**src/rtl/reg_scoreboard_if.sv**
```systemverilog
// reg_scoreboard_if -- issue / writeback / status bundle for reg_scoreboard.
//
// Signals:
//   issue side     : issue_valid, issue_ready, sr1/sr1_needed, sr2/sr2_needed,
//                    de_br_op, issue_ld_reg, issue_dr, issue_ld_cc
//   writeback side : wb_valid, wb_ld_reg, wb_dr, wb_ld_cc
//   control        : flush
//   status         : dep_stall, reg_busy[7:0], cc_busy, sb_err
// Modports:
//   master : decode/writeback driver (drives requests, observes status)
//   slave  : the scoreboard itself
interface reg_scoreboard_if;
  logic       issue_valid;
  logic       issue_ready;
  logic [2:0] sr1;
  logic       sr1_needed;
  logic [2:0] sr2;
  logic       sr2_needed;
  logic       de_br_op;
  logic       issue_ld_reg;
  logic [2:0] issue_dr;
  logic       issue_ld_cc;
  logic       wb_valid;
  logic       wb_ld_reg;
  logic [2:0] wb_dr;
  logic       wb_ld_cc;
  logic       flush;
  logic       dep_stall;
  logic [7:0] reg_busy;
  logic       cc_busy;
  logic       sb_err;

  modport master (
    output issue_valid, sr1, sr1_needed, sr2, sr2_needed, de_br_op,
           issue_ld_reg, issue_dr, issue_ld_cc,
           wb_valid, wb_ld_reg, wb_dr, wb_ld_cc, flush,
    input  issue_ready, dep_stall, reg_busy, cc_busy, sb_err
  );

  modport slave (
    input  issue_valid, sr1, sr1_needed, sr2, sr2_needed, de_br_op,
           issue_ld_reg, issue_dr, issue_ld_cc,
           wb_valid, wb_ld_reg, wb_dr, wb_ld_cc, flush,
    output issue_ready, dep_stall, reg_busy, cc_busy, sb_err
  );
endinterface

```
**src/rtl/reg_scoreboard.sv**
```systemverilog
// reg_scoreboard -- register / condition-code scoreboard for an in-order pipe.
//
// Keeps a saturating 2-bit pending-write counter per register R0-R7 plus one
// for the condition codes. Issue increments, writeback decrements, flush
// zeroes everything. A writeback to an idle counter raises the sticky sb_err.
//
// Ports:
//   clk     : rising-edge clock
//   reset_n : asynchronous active-low reset (clears counters and sb_err)
//   sb      : reg_scoreboard_if.slave bundle (issue, writeback, flush, status)
//
// Build option:
//   SCOREBOARD_BYPASS_EN -- when defined, a source whose counter is 1 and is
//   being written back this same cycle is not treated as a hazard. The
//   reg_busy / cc_busy status outputs always reflect the raw counters.
module reg_scoreboard (
  input  logic            clk,
  input  logic            reset_n,
  reg_scoreboard_if.slave sb
);

  logic [1:0] r_reg_cnt [0:7];
  logic [1:0] r_cc_cnt;
  logic       r_sb_err;

  logic [1:0] w_reg_cnt_nxt [0:7];
  logic [1:0] w_cc_cnt_nxt;
  logic       w_underflow;
  logic [7:0] w_reg_busy;
  logic [7:0] w_wb_hit;
  logic [7:0] w_src_busy;
  logic [7:0] w_issue_hit;
  logic       w_cc_busy;
  logic       w_cc_wb_hit;
  logic       w_cc_src_busy;
  logic       w_cc_issue_hit;
  logic       w_dep_stall;
  logic       w_issue_ready;
  logic       w_issue_acc;

  // Saturating counter step; an increment and a decrement together cancel.
  function automatic logic [1:0] f_step(input logic [1:0] cnt,
                                        input logic       inc,
                                        input logic       dec);
    logic [1:0] nxt;
    case ({inc, dec})
      2'b10:   nxt = (cnt == 2'd3) ? cnt : cnt + 2'd1;
      2'b01:   nxt = (cnt == 2'd0) ? cnt : cnt - 2'd1;
      default: nxt = cnt;
    endcase
    return nxt;
  endfunction

  // A lone decrement of an idle counter is an underflow.
  function automatic logic f_underflow(input logic [1:0] cnt,
                                       input logic       inc,
                                       input logic       dec);
    return dec & ~inc & (cnt == 2'd0);
  endfunction

  // Raw busy flags, writeback targets and hazard-visible busy per source.
  always_comb begin
    for (int i = 0; i < 8; i++) begin
      w_reg_busy[i] = (r_reg_cnt[i] != 2'd0);
      w_wb_hit[i]   = sb.wb_valid & sb.wb_ld_reg & (sb.wb_dr == 3'(i));
`ifdef SCOREBOARD_BYPASS_EN
      w_src_busy[i] = w_reg_busy[i] & ~((r_reg_cnt[i] == 2'd1) & w_wb_hit[i]);
`else
      w_src_busy[i] = w_reg_busy[i];
`endif
    end
    w_cc_busy   = (r_cc_cnt != 2'd0);
    w_cc_wb_hit = sb.wb_valid & sb.wb_ld_cc;
`ifdef SCOREBOARD_BYPASS_EN
    w_cc_src_busy = w_cc_busy & ~((r_cc_cnt == 2'd1) & w_cc_wb_hit);
`else
    w_cc_src_busy = w_cc_busy;
`endif
  end

  // Hazard detection and issue handshake; ready never looks at issue_valid.
  always_comb begin
    w_dep_stall   = (sb.sr1_needed & w_src_busy[sb.sr1])
                  | (sb.sr2_needed & w_src_busy[sb.sr2])
                  | (sb.de_br_op   & w_cc_src_busy);
    w_issue_ready = ~w_dep_stall & ~sb.flush
                  & ~(sb.issue_ld_reg & (r_reg_cnt[sb.issue_dr] == 2'd3))
                  & ~(sb.issue_ld_cc  & (r_cc_cnt == 2'd3));
    w_issue_acc   = sb.issue_valid & w_issue_ready;
  end

  // Next counter values and underflow detection (flush is applied in the register).
  always_comb begin
    w_underflow = 1'b0;
    for (int i = 0; i < 8; i++) begin
      w_issue_hit[i]   = w_issue_acc & sb.issue_ld_reg & (sb.issue_dr == 3'(i));
      w_reg_cnt_nxt[i] = f_step(r_reg_cnt[i], w_issue_hit[i], w_wb_hit[i]);
      w_underflow      = w_underflow | f_underflow(r_reg_cnt[i], w_issue_hit[i], w_wb_hit[i]);
    end
    w_cc_issue_hit = w_issue_acc & sb.issue_ld_cc;
    w_cc_cnt_nxt   = f_step(r_cc_cnt, w_cc_issue_hit, w_cc_wb_hit);
    w_underflow    = w_underflow | f_underflow(r_cc_cnt, w_cc_issue_hit, w_cc_wb_hit);
  end

  // Counter and sticky-error state; flush wins over same-cycle issue/writeback.
  always_ff @(posedge clk or negedge reset_n) begin
    if (!reset_n) begin
      for (int i = 0; i < 8; i++) begin
        r_reg_cnt[i] <= 2'd0;
      end
      r_cc_cnt <= 2'd0;
      r_sb_err <= 1'b0;
    end else if (sb.flush) begin
      for (int i = 0; i < 8; i++) begin
        r_reg_cnt[i] <= 2'd0;
      end
      r_cc_cnt <= 2'd0;
      r_sb_err <= r_sb_err;
    end else begin
      for (int i = 0; i < 8; i++) begin
        r_reg_cnt[i] <= w_reg_cnt_nxt[i];
      end
      r_cc_cnt <= w_cc_cnt_nxt;
      r_sb_err <= r_sb_err | w_underflow;
    end
  end

  assign sb.reg_busy    = w_reg_busy;
  assign sb.cc_busy     = w_cc_busy;
  assign sb.dep_stall   = w_dep_stall;
  assign sb.issue_ready = w_issue_ready;
  assign sb.sb_err      = r_sb_err;

endmodule
```
**src/flat_wrapper.sv**
```systemverilog
// flat-port wrapper written by rule: the top's interface ports become plain ports
module reg_scoreboard_flat 
  (clk, reset_n, sb_issue_valid, sb_sr1, sb_sr1_needed, sb_sr2, sb_sr2_needed, sb_de_br_op, sb_issue_ld_reg, sb_issue_dr, sb_issue_ld_cc, sb_wb_valid, sb_wb_ld_reg, sb_wb_dr, sb_wb_ld_cc, sb_flush, sb_issue_ready, sb_dep_stall, sb_reg_busy, sb_cc_busy, sb_sb_err);
  reg_scoreboard_if sb_i ();
  input  logic clk;
  input  logic reset_n;
  input wire logic [$bits(sb_i.issue_valid)-1:0] sb_issue_valid;
  input wire logic [$bits(sb_i.sr1)-1:0] sb_sr1;
  input wire logic [$bits(sb_i.sr1_needed)-1:0] sb_sr1_needed;
  input wire logic [$bits(sb_i.sr2)-1:0] sb_sr2;
  input wire logic [$bits(sb_i.sr2_needed)-1:0] sb_sr2_needed;
  input wire logic [$bits(sb_i.de_br_op)-1:0] sb_de_br_op;
  input wire logic [$bits(sb_i.issue_ld_reg)-1:0] sb_issue_ld_reg;
  input wire logic [$bits(sb_i.issue_dr)-1:0] sb_issue_dr;
  input wire logic [$bits(sb_i.issue_ld_cc)-1:0] sb_issue_ld_cc;
  input wire logic [$bits(sb_i.wb_valid)-1:0] sb_wb_valid;
  input wire logic [$bits(sb_i.wb_ld_reg)-1:0] sb_wb_ld_reg;
  input wire logic [$bits(sb_i.wb_dr)-1:0] sb_wb_dr;
  input wire logic [$bits(sb_i.wb_ld_cc)-1:0] sb_wb_ld_cc;
  input wire logic [$bits(sb_i.flush)-1:0] sb_flush;
  output wire logic [$bits(sb_i.issue_ready)-1:0] sb_issue_ready;
  output wire logic [$bits(sb_i.dep_stall)-1:0] sb_dep_stall;
  output wire logic [$bits(sb_i.reg_busy)-1:0] sb_reg_busy;
  output wire logic [$bits(sb_i.cc_busy)-1:0] sb_cc_busy;
  output wire logic [$bits(sb_i.sb_err)-1:0] sb_sb_err;
  assign sb_i.issue_valid = sb_issue_valid;
  assign sb_i.sr1 = sb_sr1;
  assign sb_i.sr1_needed = sb_sr1_needed;
  assign sb_i.sr2 = sb_sr2;
  assign sb_i.sr2_needed = sb_sr2_needed;
  assign sb_i.de_br_op = sb_de_br_op;
  assign sb_i.issue_ld_reg = sb_issue_ld_reg;
  assign sb_i.issue_dr = sb_issue_dr;
  assign sb_i.issue_ld_cc = sb_issue_ld_cc;
  assign sb_i.wb_valid = sb_wb_valid;
  assign sb_i.wb_ld_reg = sb_wb_ld_reg;
  assign sb_i.wb_dr = sb_wb_dr;
  assign sb_i.wb_ld_cc = sb_wb_ld_cc;
  assign sb_i.flush = sb_flush;
  assign sb_issue_ready = sb_i.issue_ready;
  assign sb_dep_stall = sb_i.dep_stall;
  assign sb_reg_busy = sb_i.reg_busy;
  assign sb_cc_busy = sb_i.cc_busy;
  assign sb_sb_err = sb_i.sb_err;
  reg_scoreboard u_core (.clk(clk), .reset_n(reset_n), .sb(sb_i));
endmodule
```
**config.mk**
```make
export PLATFORM = sky130hd
export DESIGN_NAME = reg_scoreboard_flat
export DESIGN_NICKNAME = d
export VERILOG_FILES = /design/src/rtl/reg_scoreboard_if.sv /design/src/rtl/reg_scoreboard.sv /design/src/flat_wrapper.sv
export SDC_FILE = /design/constraint.sdc
export NUM_CORES = 1
export LEC_CHECK = 0
export CAP_MARGIN = 20
export CORE_MARGIN = 1.5
export CORE_UTILIZATION = 48
export CTS_CLUSTER_DIAMETER = 40
export DETAILED_ROUTE_END_ITERATION = 10
export DONT_BUFFER_PORTS = 1
export GPL_TIMING_DRIVEN = 0
export PLACE_DENSITY = 0.67
export SKIP_CTS_REPAIR_TIMING = 1
export SYNTH_ARGS = -nofsm -noshare
export SYNTH_HDL_FRONTEND = slang
export SYNTH_SLANG_ARGS = --single-unit
```
**constraint.sdc**
```tcl
create_clock -name clk -period 3.3 [get_ports clk]
set_input_delay 0.33 -clock clk [delete_from_list [all_inputs] [get_ports clk]]
set_output_delay 0.33 -clock clk [all_outputs]
set_load 0.005 [all_outputs]
```
==> results.ini, run 1 <==
[floorplanning]
fp.dieW_um=61.2
height_of_the_die_um=61.2
core_area_sq_um=3130
io-pin-count=36
core.rowCount=20
initial_core_util=0.520
dieArea_sq_um=3740

[timing]
post-route-min-period_ns=3.14
relSlewSlack=0.397
timing_worst_slew_pin_value_ns=0.902
setup_violations_final=0
fin_tns_setup_ns=0
unrepaired_setup_endpoints_after_global_routing=false
fin_crit_sh=0.951
finClkSkew_ns=0.00793
timing.final.hold_violations=0
timing_max_transition_violations_final=0
fmax_mhz=319

[cells_and_area]
fillers=317
area.growth.synth_to_final_pct=6.31
final_net_count=251
most-common-layout-cells=29 x sky130_fd_sc_hd__nand2_1, 25 x sky130_fd_sc_hd__nor2_1, 21 x sky130_fd_sc_hd__a21oi_1, 19 x sky130_fd_sc_hd__dfrtp_1, 12 x sky130_fd_sc_hd__o21ai_0
multi_input_area_sq_um=1090
fin_util=0.552
layout-drive-gt1-share=0.0708
final_common_cell=sky130_fd_sc_hd__nand2_1
antennaDiodeCount=0
register_area_sq_um=475

[worst_hold_path]
hold_path_end=u_core.r_reg_cnt[10]$_DFFE_PN0P_
hp-start=sb_issue_ld_reg
hold_path.class=in -> reg
hold_path_depth=4

[clock_tree]
cts-buffers-inserted=3
cts_tree=built
cts.path.max_buffers=2
cts-root-buf=sky130_fd_sc_hd__clkbuf_4
cts-htree-levels=1
tritoncts_num_sinks=19
clk_pin_slew_ns=0.12
clk-insertion-delay-late_ns=0.32

[power_and_ir_drop]
leakagePower_uw=0.000716
power_density_nw_per_um2=268
power.ir.vdd_worst_mv=0.156

[global_routing]
grt_pass1_vias=1649
overall_routing_resource_usage=0.278
grt_max_degree=20
grt_first_pass_wirelength_um=7650
grt_remaining_overflow=0
number_of_antenna_violations_at_the_first_check_in_global_routing=0

[yosys]
synth_largest_type_area_fraction=0.293
synthCells=221
syn-cell-area_sq_um=1630
post-synth-top-area-cell=sky130_fd_sc_hd__dfrtp_1
synth-main-ff-cell=sky130_fd_sc_hd__dfrtp_1
ys_ff_latch=19
synth-edff-count=0
synth.lib_cells_used.distinct=43
synth_nets=245
synth.yosys.seq_area_share=0.293
synth_area_leaders=sky130_fd_sc_hd__dfrtp_1 29%, sky130_fd_sc_hd__nand2_1 6.7%, sky130_fd_sc_hd__a21oi_1 6.5%
synthArstFlopShare=1.00
synth-warning-count=0
syn-mean-instance-area_sq_um=7.35

[critical_path]
r2r-start=u_core.r_reg_cnt[2]$_DFFE_PN0P_
crit_fanout=7
cp-start-kind=flip-flop
critPathCaptureType=flip-flop
worstReg2RegEnd=u_core.r_reg_cnt[2]$_DFFE_PN0P_
critical-path-max-stage-delay_ns=0.49
rrSetupSlack_ns=0.16
critical_path.n_buffers_inverters=2
critical_path_arrival_ns=3.38
rr_worst_depth=10
critical_path_class=reg -> reg
cp_common_cell=sky130_fd_sc_hd__or3_1
crit_family=simple AND/OR/NAND/NOR gates
slowest_stage=sky130_fd_sc_hd__mux4_2
critical_path.cell_chain=nor2_2 -> inv_1 -> mux4_2 -> nand3_2 -> nand4_4 -> or3_1 -> buf_2 -> or3_4 -> or3_1 -> a21oi_2
crit_required_ns=3.54

[routing]
starting_drt_drc_count=169
wl_per_cell_um=17.6
firstDrtPassIters=4
via_per_inst=6.17
total_wire_length_after_detailed_routing_um=4760
drcViolationCount=0
drt.antenna.violating_nets=0
route.vias.total=1666

[placement]
place.detailed.hpwl_um=3690
place_congestion=0.926
buffer_ports.inserted=0

[job]
max_cap_violations=0

[run_status]
outcome=finished, final reports clean

[layer usage]
metal	routed length [um]	GRT usage	vias to the layer above	share of wire
li1	-	-	818	-
met1	2060	0.358	765	0.43
met2	2100	0.432	70	0.44
met3	445	0.0735	13	0.094
met4	152	0.137	0	0.032
met5	0	0	-	0
[cell usage after synthesis (2+ instances only)]
| cell type | n |
|---|---|
| sky130_fd_sc_hd__nand3_1 | 6 |
| sky130_fd_sc_hd__clkbuf_1 | 6 |
| sky130_fd_sc_hd__and3b_1 | 3 |
| sky130_fd_sc_hd__or3_1 | 4 |
| sky130_fd_sc_hd__nand3b_1 | 5 |
| sky130_fd_sc_hd__a21oi_1 | 21 |
| sky130_fd_sc_hd__dfrtp_1 | 19 |
| sky130_fd_sc_hd__nor3_1 | 6 |
| sky130_fd_sc_hd__o21a_1 | 5 |
| sky130_fd_sc_hd__nor4b_1 | 2 |
| sky130_fd_sc_hd__a21o_1 | 3 |
| sky130_fd_sc_hd__nor4_1 | 7 |
| sky130_fd_sc_hd__o31a_1 | 2 |
| sky130_fd_sc_hd__buf_2 | 2 |
| sky130_fd_sc_hd__a31oi_1 | 4 |
| sky130_fd_sc_hd__nand2b_1 | 11 |
| sky130_fd_sc_hd__nand4_1 | 3 |
| sky130_fd_sc_hd__nor2_1 | 27 |
| sky130_fd_sc_hd__inv_1 | 11 |
| sky130_fd_sc_hd__a211oi_1 | 7 |
| sky130_fd_sc_hd__nand2_1 | 29 |
| sky130_fd_sc_hd__and2_1 | 2 |
| sky130_fd_sc_hd__mux4_2 | 2 |
| sky130_fd_sc_hd__o21ai_0 | 12 |
| sky130_fd_sc_hd__and3_1 | 3 |
| sky130_fd_sc_hd__o31ai_1 | 2 |
[flip-flops by register name, indices dropped and copies added, names as in the netlist]
name,cells
u_core.sb.sb_err,1
u_core.r_reg_cnt,16
u_core.r_cc_cnt,2
[layout make-up]
cell class | instances | share of cell area
multi-input cells | 183 | 0.629
flip-flops and latches | 19 | 0.275
well taps | 44 | 0.0319
inverters | 11 | 0.0239
plain buffers | 8 | 0.0188
clock buffers | 4 | 0.0152
repair buffers | 1 | 0.00579
[worst max-delay path by stage]
| stage | end | startpoint | depth (start not counted) |
|---|---|---|---|
| after floorplan | u_core.r_reg_cnt[2]$_DFFE_PN0P_ | u_core.r_reg_cnt[0]$_DFFE_PN0P_ | 9 |
| after global routing | u_core.r_reg_cnt[2]$_DFFE_PN0P_ | u_core.r_reg_cnt[2]$_DFFE_PN0P_ | 10 |
| after global placement | u_core.r_reg_cnt[2]$_DFFE_PN0P_ | u_core.r_reg_cnt[2]$_DFFE_PN0P_ | 10 |
| final | u_core.r_reg_cnt[2]$_DFFE_PN0P_ | u_core.r_reg_cnt[2]$_DFFE_PN0P_ | 10 |
| after CTS | u_core.r_reg_cnt[2]$_DFFE_PN0P_ | u_core.r_reg_cnt[2]$_DFFE_PN0P_ | 10 |
| after detailed placement | u_core.r_reg_cnt[2]$_DFFE_PN0P_ | u_core.r_reg_cnt[2]$_DFFE_PN0P_ | 10 |
[kinds of logic after synthesis]
| family | count (synthesis) | synth area share |
|---|---|---|
| muxes | 2 | 0.0277 |
| and+or+nand+nor | 118 | 0.390 |
| buffers and inverters | 19 | 0.0454 |
| AOI/OAI and AO/OA | 63 | 0.244 |
| DFF | 19 | 0.293 |
[per-stage QoR]
| stage | hold slack, ns | setup slack, ns | power (uW) | std cells | cell area [sq um] |
|---|---|---|---|---|---|
| 4_1_cts | -0.314 | 0.152 | 458 | 269 | 1710 |
| 2_1_floorplan | 0.0344 | 0.433 | 310 | 221 | 1630 |
| 5_1_grt | 0.341 | 0.0151 | 487 | 270 | 1730 |
| 3_3_place_gp | 0.0348 | 0.247 | 328 | 265 | 1680 |
| 6_report | 0.310 | 0.163 | 462 | 270 | 1730 |
| 3_5_place_dp | 0.0349 | 0.183 | 330 | 265 | 1680 |
[worst register-to-register path: stages, from the launching register on]
cell and delay [ns]:
sky130_fd_sc_hd__dfrtp_1 0.46, sky130_fd_sc_hd__nor2_2 0.19, sky130_fd_sc_hd__inv_1 0.12, sky130_fd_sc_hd__mux4_2 0.49
sky130_fd_sc_hd__nand3_2 0.11, sky130_fd_sc_hd__nand4_4 0.17, sky130_fd_sc_hd__or3_1 0.40, sky130_fd_sc_hd__buf_2 0.17
sky130_fd_sc_hd__or3_4 0.40, sky130_fd_sc_hd__or3_1 0.41, sky130_fd_sc_hd__a21oi_2 0.15
[where the power goes]
| group | switching, uW | total [uW] | internal, uW |
|---|---|---|---|
| combinational | 54.3 | 84.7 | 30.4 |
| clock | 81.9 | 129 | 47.3 |
| sequential | 8.86 | 248 | 240 |
Note: power is estimated with default switching activity, not from simulation.
==> run 2: changes to the inputs <==
--- a/config.mk
+++ b/config.mk
@@ -11,8 +11,9 @@
 export CTS_CLUSTER_DIAMETER = 40
 export DETAILED_ROUTE_END_ITERATION = 10
 export DONT_BUFFER_PORTS = 1
+export GPL_ROUTABILITY_DRIVEN = 0
 export GPL_TIMING_DRIVEN = 0
-export PLACE_DENSITY = 0.67
+export PLACE_DENSITY = 0.69
 export SKIP_CTS_REPAIR_TIMING = 1
 export SYNTH_ARGS = -nofsm -noshare
 export SYNTH_HDL_FRONTEND = slang
==> constraint.sdc (replaced) <==
create_clock -name clk -period 2.85 [get_ports clk]
set_input_delay 0.285 -clock clk [delete_from_list [all_inputs] [get_ports clk]]
set_output_delay 0.285 -clock clk [all_outputs]
set_load 0.005 [all_outputs]
==> results.ini, run 2 (same netlist as run 1, synthesis figures left out) <==
[routing]
wl_per_cell_um=16.1  ; was 17.6 um
total_wire_length_after_detailed_routing_um=4390  ; was 4760 um
via_per_inst=6.05  ; was 6.17
firstDrtPassIters=5  ; was 4
starting_drt_drc_count=84  ; was 169
drt.antenna.violating_nets=0  ; unchanged
route.vias.total=1653  ; was 1666
drcViolationCount=0  ; unchanged

[clock_tree]
cts-buffers-inserted=3  ; unchanged
cts-htree-levels=1  ; unchanged
clk-insertion-delay-late_ns=0.32  ; about the same
cts_tree=built  ; unchanged
cts-root-buf=sky130_fd_sc_hd__clkbuf_4  ; unchanged
clk_pin_slew_ns=0.12  ; about the same
tritoncts_num_sinks=19  ; unchanged
cts.path.max_buffers=2  ; unchanged

[critical_path]
rr_worst_depth=8  ; was 10
r2r-start=u_core.r_reg_cnt[1]$_DFFE_PN0P_  ; was u_core.r_reg_cnt[2]$_DFFE_PN0P_
crit_fanout=7  ; unchanged
critPathCaptureType=flip-flop  ; unchanged
critical_path_arrival_ns=3.02  ; was 3.38 ns
critical_path_class=reg -> reg  ; unchanged
rrSetupSlack_ns=0.08  ; was 0.16 ns
timing.critical_path.from=u_core.r_reg_cnt[1]$_DFFE_PN0P_  ; was u_core.r_reg_cnt[2]$_DFFE_PN0P_
crit_end=u_core.r_reg_cnt[2]$_DFFE_PN0P_  ; unchanged
worstReg2RegEnd=u_core.r_reg_cnt[2]$_DFFE_PN0P_  ; unchanged
cp-start-kind=flip-flop  ; unchanged
crit_required_ns=3.10  ; was 3.54 ns

[power_and_ir_drop]
pwr-share-clk=0.279  ; about the same
p_sw_frac=0.314  ; about the same
sequentialPowerShare=0.539  ; was 0.537
leakagePower_uw=0.000733  ; was 0.000716 uW
fin_total_pwr_uw=534  ; was 462 uW
switchingPower_uw=168  ; was 145 uW
power.ir.vdd_worst_mv=0.240  ; was 0.156 mV
share_of_power_burned_in_combinational_logic=0.183  ; about the same
internal_power_uw=366  ; was 317 uW
power_density_nw_per_um2=300  ; was 268 nW/um^2

[global_routing]
number_of_antenna_violations_at_the_first_check_in_global_routing=0  ; unchanged
overall_routing_resource_usage=0.237  ; was 0.278
grt_first_pass_wirelength_um=6580  ; was 7650 um
grt_max_degree=20  ; unchanged
grt_remaining_overflow=0  ; unchanged
grt_pass1_vias=1408  ; was 1649

[worst_hold_path]
hold_path.class=in -> reg  ; unchanged
hp-start=sb_issue_ld_reg  ; unchanged

[timing]
finClkSkew_ns=0.00197  ; was 0.00793 ns
post-route-min-period_ns=2.77  ; was 3.14 ns
relSlewSlack=0.383  ; was 0.397
timing.final.hold_violations=0  ; unchanged
finalWorstSetupSlack_ns=0.0779  ; was 0.163 ns
timing_worst_slew_pin_value_ns=0.923  ; was 0.902 ns
timing_max_transition_violations_final=0  ; unchanged
unrepaired_setup_endpoints_after_global_routing=false  ; unchanged
fin_crit_sh=0.973  ; was 0.951
fin_tns_setup_ns=0  ; unchanged
fmax_mhz=361  ; was 319 MHz
setup_violations_final=0  ; unchanged

[run_status]
outcome=finished, final reports clean  ; unchanged

[cells_and_area]
layout.cells.non_filler=273  ; was 270
largest_reg_flops=16  ; unchanged
stdcell_area_sq_um=1780  ; was 1730 sq um
layout-drive-gt1-share=0.135  ; was 0.0708
most-common-layout-cells=29 x sky130_fd_sc_hd__nand2_1, 22 x sky130_fd_sc_hd__nor2_1, 21 x sky130_fd_sc_hd__a21oi_1, 14 x sky130_fd_sc_hd__dfrtp_1, 12 x sky130_fd_sc_hd__o21ai_0  ; was 29 x sky130_fd_sc_hd__nand2_1, 25 x sky130_fd_sc_hd__nor2_1, 21 x sky130_fd_sc_hd__a21oi_1, 19 x sky130_fd_sc_hd__dfrtp_1, 12 x sky130_fd_sc_hd__o21ai_0
max_flop_register=u_core.r_reg_cnt  ; unchanged
final_net_count=254  ; was 251
final_common_cell=sky130_fd_sc_hd__nand2_1  ; unchanged
antennaDiodeCount=0  ; unchanged
area.growth.synth_to_final_pct=9.62  ; was 6.31%

[floorplanning]
core_area_sq_um=3130  ; unchanged
dieArea_sq_um=3740  ; unchanged
height_of_the_die_um=61.2  ; unchanged
initial_core_util=0.520  ; unchanged
core.rowCount=20  ; unchanged
io-pin-count=36  ; unchanged
fp.dieW_um=61.2  ; unchanged

[placement]
placed_area_sq_um=1680  ; unchanged
place.detailed.hpwl_um=3290  ; was 3690 um
detailedPlace.worstSlack_ns=-0.119  ; was 0.183 ns
placedCellCount=265  ; unchanged
buffer_ports.inserted=0  ; unchanged

[job]
max_cap_violations=0  ; unchanged

run 2: cell count changes in the layout (fill, tap and decap cells not counted), sizes merged:
| cell | delta |
|---|---|
| buf | +3 |
| clkbuf | -1 |
| clkinv | +1 |
run 2: worst max-delay path, cell delays in order, from the launching register on:
cell and delay [ns]:
sky130_fd_sc_hd__dfrtp_2 0.45, sky130_fd_sc_hd__or2_4 0.28, sky130_fd_sc_hd__mux4_2 0.48, sky130_fd_sc_hd__nand3_2 0.10, sky130_fd_sc_hd__nand4_4 0.15, sky130_fd_sc_hd__or3_4 0.42
sky130_fd_sc_hd__or3_4 0.37, sky130_fd_sc_hd__or3_1 0.33, sky130_fd_sc_hd__a21oi_2 0.13
run 2: worst min-delay path by stage:
stage                                             endpoint  slack, ns  depth (start not counted)
after CTS                 u_core.r_reg_cnt[12]$_DFFE_PN0P_      -0.36                          0
after global routing       u_core.r_reg_cnt[0]$_DFFE_PN0P_       0.27                          3
after detailed placement   u_core.r_reg_cnt[3]$_DFFE_PN0P_      -0.01                          0
final                     u_core.r_reg_cnt[10]$_DFFE_PN0P_       0.26                          4
after global placement     u_core.r_reg_cnt[2]$_DFFE_PN0P_      -0.01                          0
after floorplan             u_core.r_cc_cnt[0]$_DFFE_PN0P_      -0.01                          0
run 2: stage by stage:
stage	hold WS [ns]	util
finish	0.264	0.570
global placement	-0.0101	0.537
detailed placement	-0.00997	0.537
floorplan	-0.0106	-
CTS	-0.360	0.546
global route	0.271	0.570
run 2: power by group through the flow:
stage               logic, uW  registers (uW)  clock network, uW
finish                   97.5             288                149
detailed placement       87.3             293                  0
global placement         86.9             293                  0
global route              108             289                159
floorplan                69.2             290                  0
CTS                      87.5             288                152
run 2: cell type report:
type | instances | area (sq um)
Clock inverter | 1 | 5.00
Fill cell | 314 | 1350
Tap cell | 44 | 55.1
Sequential cell | 19 | 482
Multi-Input combinational cell | 183 | 1110
Timing Repair Buffer | 5 | 40.0
Inverter | 11 | 41.3
Buffer | 7 | 27.5
Clock buffer | 3 | 22.5
run 2: layer usage:
layer	wire length, um	part of all wire	global-route usage
met1	2020	0.46	0.336
met2	1860	0.42	0.351
met3	447	0.10	0.0756
met4	62	0.014	0.0590
met5	0	0	0
==> RTL change 1 (settings of run 2) <==
Make the reset (`reset_n`) synchronous in one clocked block. Comments in the files are not updated.
--- a/src/rtl/reg_scoreboard.sv
+++ b/src/rtl/reg_scoreboard.sv
@@ -103,7 +103,7 @@
   end
 
   // Counter and sticky-error state; flush wins over same-cycle issue/writeback.
-  always_ff @(posedge clk or negedge reset_n) begin
+  always_ff @(posedge clk) begin
     if (!reset_n) begin
       for (int i = 0; i < 8; i++) begin
         r_reg_cnt[i] <= 2'd0;
Behaviour: differs if reset_n is asserted again (counterexample within 4 cycles, from zero or initial values and one cycle with reset_n low); with reset_n held inactive, the same outputs for 4 cycles.
==> RTL change 1 against run 2 <==
  * The run now ends with setup timing left
  * Sequential cell count unchanged
  * First-iteration DRC count increased by 31%
  * Area after synthesis increased by 9.9%
  * Cell area increased by 26%
  * Worst hold slack got worse by 0.031 ns
  * Routed wire length increased by 15%
  * Setup slack got worse by 0.60 ns
  * Clock skew increased by 0.0018 ns
  * Via count increased by 8.1%
  * Sequential share of layout area decreased by 3.7 points
  * Highest routed layer unchanged
  * Final cell count increased by 7.0%
Power is not compared: it rests on default switching activity, and its combinational part moved more than twofold at a synthesized area within 25%.
==> RTL change 1: results (changes against run 2) <==
- Number of global-route vias before repair: 1631 (was 1408)
- Part of the Yosys area used for sequential elements: 0.292 (was 0.293)
- Number of synthesized flops with an enable pin: 14 (was 0)
- Worst setup slack before clock tree synthesis: -0.599 ns (was -0.119 ns)
- Async set-or-reset flop fraction in the synthesized netlist: 0 (was 1.00)
- Met2 routed WL: 2340 um (was 1860 um)
- Antenna violations before repair: 0 (unchanged)
- 1st-iter DRT viols: 110 (was 84)
- Result of the run: finished with violations (was complete, no violations)
- HPWL Detailed: 3520 um (was 3290 um)
- Post-synthesis xor/xnor area fraction: 0.0392 (was 0)
- Post-synthesis compound-gate area fraction: 0.172 (was 0.244)
- Clock latency reported for the late side of the worst-skew pair: 0.26 ns (was 0.32 ns)
- Final setup margin: -0.524 ns (was 0.0779 ns)
- Final #Nets: 277 (was 254)
- Slew at the pin closest to its max-slew limit: 0.959 ns (was 0.923 ns)
- Worst Path Max Fanout: 6 (was 7)
- Clock transition at the register clock pins on the worst setup and hold paths after CTS: 0.07 ns (was 0.12 ns)
- Via total after detailed routing: 1787 (was 1653)
- Crit path arrival time: 3.51 ns (was 3.02 ns)
- Global-route wire length before repair: 7460 um (was 6580 um)
- Share of synthesized area spent on multiplexers: 0.0392 (was 0.0277)
- Overall routing resource usage: 0.236 (was 0.237)
- Largest net degree at the start of global routing: 11 (was 20)
- Failing checks: setup timing
- Length of routed met3 wiring: 431 um (was 447 um)
- Worst clock skew on the final layout: 0.00379 ns (was 0.00197 ns)
- Top_reg_cell synth: edfxtp_1 (was dfrtp_1)
- Mapped Nets: 252 (was 245)
- Met1 WL: 2210 um (was 2020 um)
- Count of non-filler cells in the finished layout: 292 (was 273)
- Total of fill cells in the finished design: 293 (was 314)
- Leading cell types by count after synthesis: 26 x nor2_1, 17 x nand2_1, 16 x inv_1 (was 29 x nand2_1, 27 x nor2_1, 21 x a21oi_1)
- Synth Area per Inst: 8.04 um2 (was 7.35 um2)
- Adder-cell share of the synthesized area: 0.0420 (was 0)
- Cell area after placement: 0.00189 mm2 (was 0.00168 mm2)
- Number of setup violations in the final report: 7 (was 0)
- Clock root buffer: clkbuf_8 (was clkbuf_4)
- Layout cell share with drive strength beyond 1: 0.280 (was 0.135)
- DP Cell Count: 268 (was 265)
- 1st-pass router iterations: 4 (was 5)
- Detailed-route wire length per cell: 17.2 um (was 16.1 um)
==> RTL change 1: cell types whose count changed after synthesis, sizes merged, moves of 7 or more <==
cell / before / now
a21oi: 22 / 8
and2: 2 / 11
dfrtp: 19 / 0
edfxtp: 0 / 14
nand2: 29 / 17
xor2: 0 / 7
==> RTL change 1: layout make-up <==
class | instances | share of cell area
Sequential cell | 19 | 0.233
Inverter | 17 | 0.0340
Multi-Input combinational cell | 181 | 0.606
Clock buffer | 4 | 0.0201
Timing Repair Buffer | 20 | 0.0685
Tap cell | 46 | 0.0256
Buffer | 5 | 0.0134
==> RTL change 1: cell families (layout without fill, tap and decap cells) <==
logic type / after synthesis / in the layout
mux: 4 / 4
simple gates: 118 / 118
flops: 19 / 19
fa+ha+maj: 6 / 6
xor+xnor: 8 / 8
compound gates: 45 / 45
buf+inv: 22 / 46
==> RTL change 1: per-stage QoR <==
step                       util  power, mW  hold slack, ns  setup TNS, ns
after floorplan               -      0.488           0.423         -0.143
after global placement    0.550      0.526           0.494          -1.58
after detailed placement  0.550      0.528           0.507          -1.50
after CTS                 0.563      0.717           0.241          -1.65
after global routing      0.652      0.821           0.249          -2.18
final                     0.652      0.781           0.233          -1.25
==> RTL change 1: routing by layer <==
layer  vias up  global-route usage
li1        867                   -
met1       836               0.323
met2        77               0.372
met3         7              0.0317
met4         0              0.0978
met5         -                   0
==> RTL change 1: worst paths after layout <==
check,startpoint,endpoint,slack [ns],depth (start not counted)
worst max-delay path,u_core.r_reg_cnt[2][0],u_core.sb.sb_err,-0.52,13
worst min-delay path,reset_n,u_core.sb.sb_err,0.23,2
worst min register to register,u_core.r_cc_cnt[1],u_core.r_cc_cnt[1],0.52,2
worst max register to register,u_core.r_reg_cnt[2][0],u_core.sb.sb_err,-0.52,13
==> RTL change 1: power by group <==
group	switching (mW)	internal [mW]	total, mW
sequential	0.0285	0.320	0.348
combinational	0.129	0.111	0.239
clock	0.0934	0.0994	0.193
total	0.251	0.530	0.781
==> RTL change 1: critical path, stage by stage, from the launching register on <==
cell	delay, ns
edfxtp_1	0.49
and3b_1	0.24
a31oi_1	0.19
o211ai_1	0.20
nor3b_4	0.31
nand2_2	0.08
or3_4	0.35
ha_4	0.17
and2_4	0.14
a2111oi_4	0.38
nand3_1	0.12
o31a_2	0.31
a31oi_1	0.16
a31oi_1	0.11
==> RTL change 2 (flow settings as in run 2) <==
Without the edit above. Build with the macro `SCOREBOARD_BYPASS_EN` defined.
--- a/src/rtl/reg_scoreboard.sv
+++ b/src/rtl/reg_scoreboard.sv
@@ -13,6 +13,8 @@
 //   SCOREBOARD_BYPASS_EN -- when defined, a source whose counter is 1 and is
 //   being written back this same cycle is not treated as a hazard. The
 //   reg_busy / cc_busy status outputs always reflect the raw counters.
+`define SCOREBOARD_BYPASS_EN
+
 module reg_scoreboard (
   input  logic            clk,
   input  logic            reset_n,
Behaviour: not the same (Yosys sat finds a counterexample within 4 cycles, from zero or initial values and one cycle with reset_n low).
==> RTL change 2 against run 2 <==
  * The run now ends with DRC left
  * Largest cell class unchanged
  * Routed wire length is 45% higher
  * Sequential cell count unchanged
  * Setup slack lost 0.046 ns
  * Area after synthesis is 39% higher
  * Cell area rose by 51%
  * Count of clock-buffer cells in the layout up 1
  * Power up 51%
  * Sequential share of layout area fell by 9.3 points
==> RTL change 2: results (changes against run 2) <==
- Result of the run: finished with violations (was complete, no violations)
- Failing checks: DRC
- Layout cell share with drive strength beyond 1: 0.222 (was 0.135)
- 1st-pass router iterations: 7 (was 5)
- Share of synthesized area spent on multiplexers: 0.0533 (was 0.0277)
- Reported leakage power: 1.10 nW (was 0.733 nW)
- Clock latency reported for the late side of the worst-skew pair: 0.27 ns (was 0.32 ns)
- Cell count of the worst reg-to-reg path: 8 (unchanged)
- Number of different library cells in the post-synthesis netlist: 60 (was 43)
- Total of fill cells in the finished design: 406 (was 314)
- Post-route antenna net violation count: 0 (unchanged)
- End point of the most critical hold path: u_core.r_reg_cnt[8] (was u_core.r_reg_cnt[10])
- 1st-iter DRT viols: 193 (was 84)
- Total detailed-routing wirelength: 6370 um (was 4390 um)
- Global-route wire length before repair: 9390 um (was 6580 um)
- Start of the worst register-to-register path: u_core.r_cc_cnt[1] (was u_core.r_reg_cnt[1])
- Number of global-route vias before repair: 1981 (was 1408)
- CP peak stage delay: 0.45 ns (was 0.48 ns)
- HPWL Detailed: 4550 um (was 3290 um)
- Mapped Nets: 327 (was 245)
- Via total after detailed routing: 2186 (was 1653)
- Clock transition at the register clock pins on the worst setup and hold paths after CTS: 0.08 ns (was 0.12 ns)
- R2r endpoint: u_core.r_reg_cnt[13] (was u_core.r_reg_cnt[2])
- Worst clock skew on the final layout: 0.00122 ns (was 0.00197 ns)
- Post-route DRC: 3 (was 0)
- Worst min-delay path startpoint: sb_flush (was sb_issue_ld_reg)
- IO buf count: 0 (unchanged)
- Largest cells by area after synthesis: dfrtp_1 21%, ha_1 15%, inv_1 5.0% (was dfrtp_1 29%, nand2_1 6.7%, a21oi_1 6.5%)
- Number of cells produced by synthesis: 276 (was 221)
- Adder-cell share of the synthesized area: 0.150 (was 0)
- Post-synthesis xor/xnor area fraction: 0.0233 (was 0)
- Peak supply drop: 0.182 mV (was 0.240 mV)
- Overall routing resource usage: 0.233 (was 0.237)
- Standard cell with the maximum stage delay on the critical path: or4_4 (was mux4_2)
- Slew at the pin closest to its max-slew limit: 0.663 ns (was 0.923 ns)
- Count of non-filler cells in the finished layout: 349 (was 273)
- Worst Path Max Fanout: 4 (was 7)
- Combinational family with the most area after synthesis: simple AND/OR/NAND/NOR gates (unchanged)
- Final antenna diode count: 0 (unchanged)
- Post-synthesis compound-gate area fraction: 0.203 (was 0.244)
- Worst reg2reg setup slack: 0.03 ns (was 0.08 ns)
- Leading cell types by count after synthesis: 30 x inv_1, 27 x ha_1, 27 x nor2_1 (was 29 x nand2_1, 27 x nor2_1, 21 x a21oi_1)
- Clock root buffer: clkbuf_8 (was clkbuf_4)
- Cell area after placement: 0.00232 mm2 (was 0.00168 mm2)
- Instance count along the most critical hold path: 2 (was 4)
- Worst setup slack before clock tree synthesis: -0.270 ns (was -0.119 ns)
- Part of the Yosys area used for sequential elements: 0.211 (was 0.293)
- Fin Hold WS: 0.261 ns (was 0.264 ns)
RTL change 2: cell count changes after synthesis, moves of 4 or more:
cell,change
a21oi_1,-8
o211ai_1,+4
o21a_1,-4
xnor2_1,+6
ha_1,+27
nand2b_1,-11
o21ai_0,-9
nor4_1,-6
a31oi_1,+7
mux2i_1,+6
inv_1,+19
clkbuf_1,-4
nand2_1,-4
nand3_1,+7
RTL change 2: worst max path at each step:
stage / from / endpoint / slack [ns]
floorplan: u_core.r_reg_cnt[10] / u_core.r_reg_cnt[8] / 0.10
detailed placement: u_core.r_reg_cnt[10] / u_core.r_reg_cnt[11] / -0.27
CTS: u_core.r_reg_cnt[10] / u_core.r_reg_cnt[11] / -0.26
global placement: u_core.r_reg_cnt[10] / u_core.r_reg_cnt[11] / -0.22
global route: u_core.r_cc_cnt[1] / u_core.r_reg_cnt[13] / -0.1
finish: u_core.r_cc_cnt[1] / u_core.r_reg_cnt[13] / 0.03
RTL change 2: where the power goes:
| group | internal (mW) | switching [mW] | total [mW] | leakage (nW) |
|---|---|---|---|---|
| clock network | 0.100 | 0.105 | 0.205 | 0.0228 |
| registers | 0.284 | 0.0169 | 0.300 | 0.255 |
| logic | 0.128 | 0.173 | 0.300 | 0.825 |
| total | 0.511 | 0.295 | 0.806 | 1.10 |
RTL change 2: area by class of cell:
cell class                 instances  area, um2  area share
sequential                        19        478       0.177
timing repair buffer              16        135      0.0501
tap                               52       65.1      0.0241
buffer                             4       30.0      0.0111
clock buffer                       4       45.0      0.0167
inverter                          30        113      0.0417
multi-input combinational        224       1830       0.679
RTL change 2: layer usage:
metal  share of wire  up-vias  track usage
met4           0.013        0       0.0734
met2            0.48       71        0.383
met5               0        -            0
met3           0.063        9       0.0295
li1                -     1053            -
met1            0.44     1053        0.320
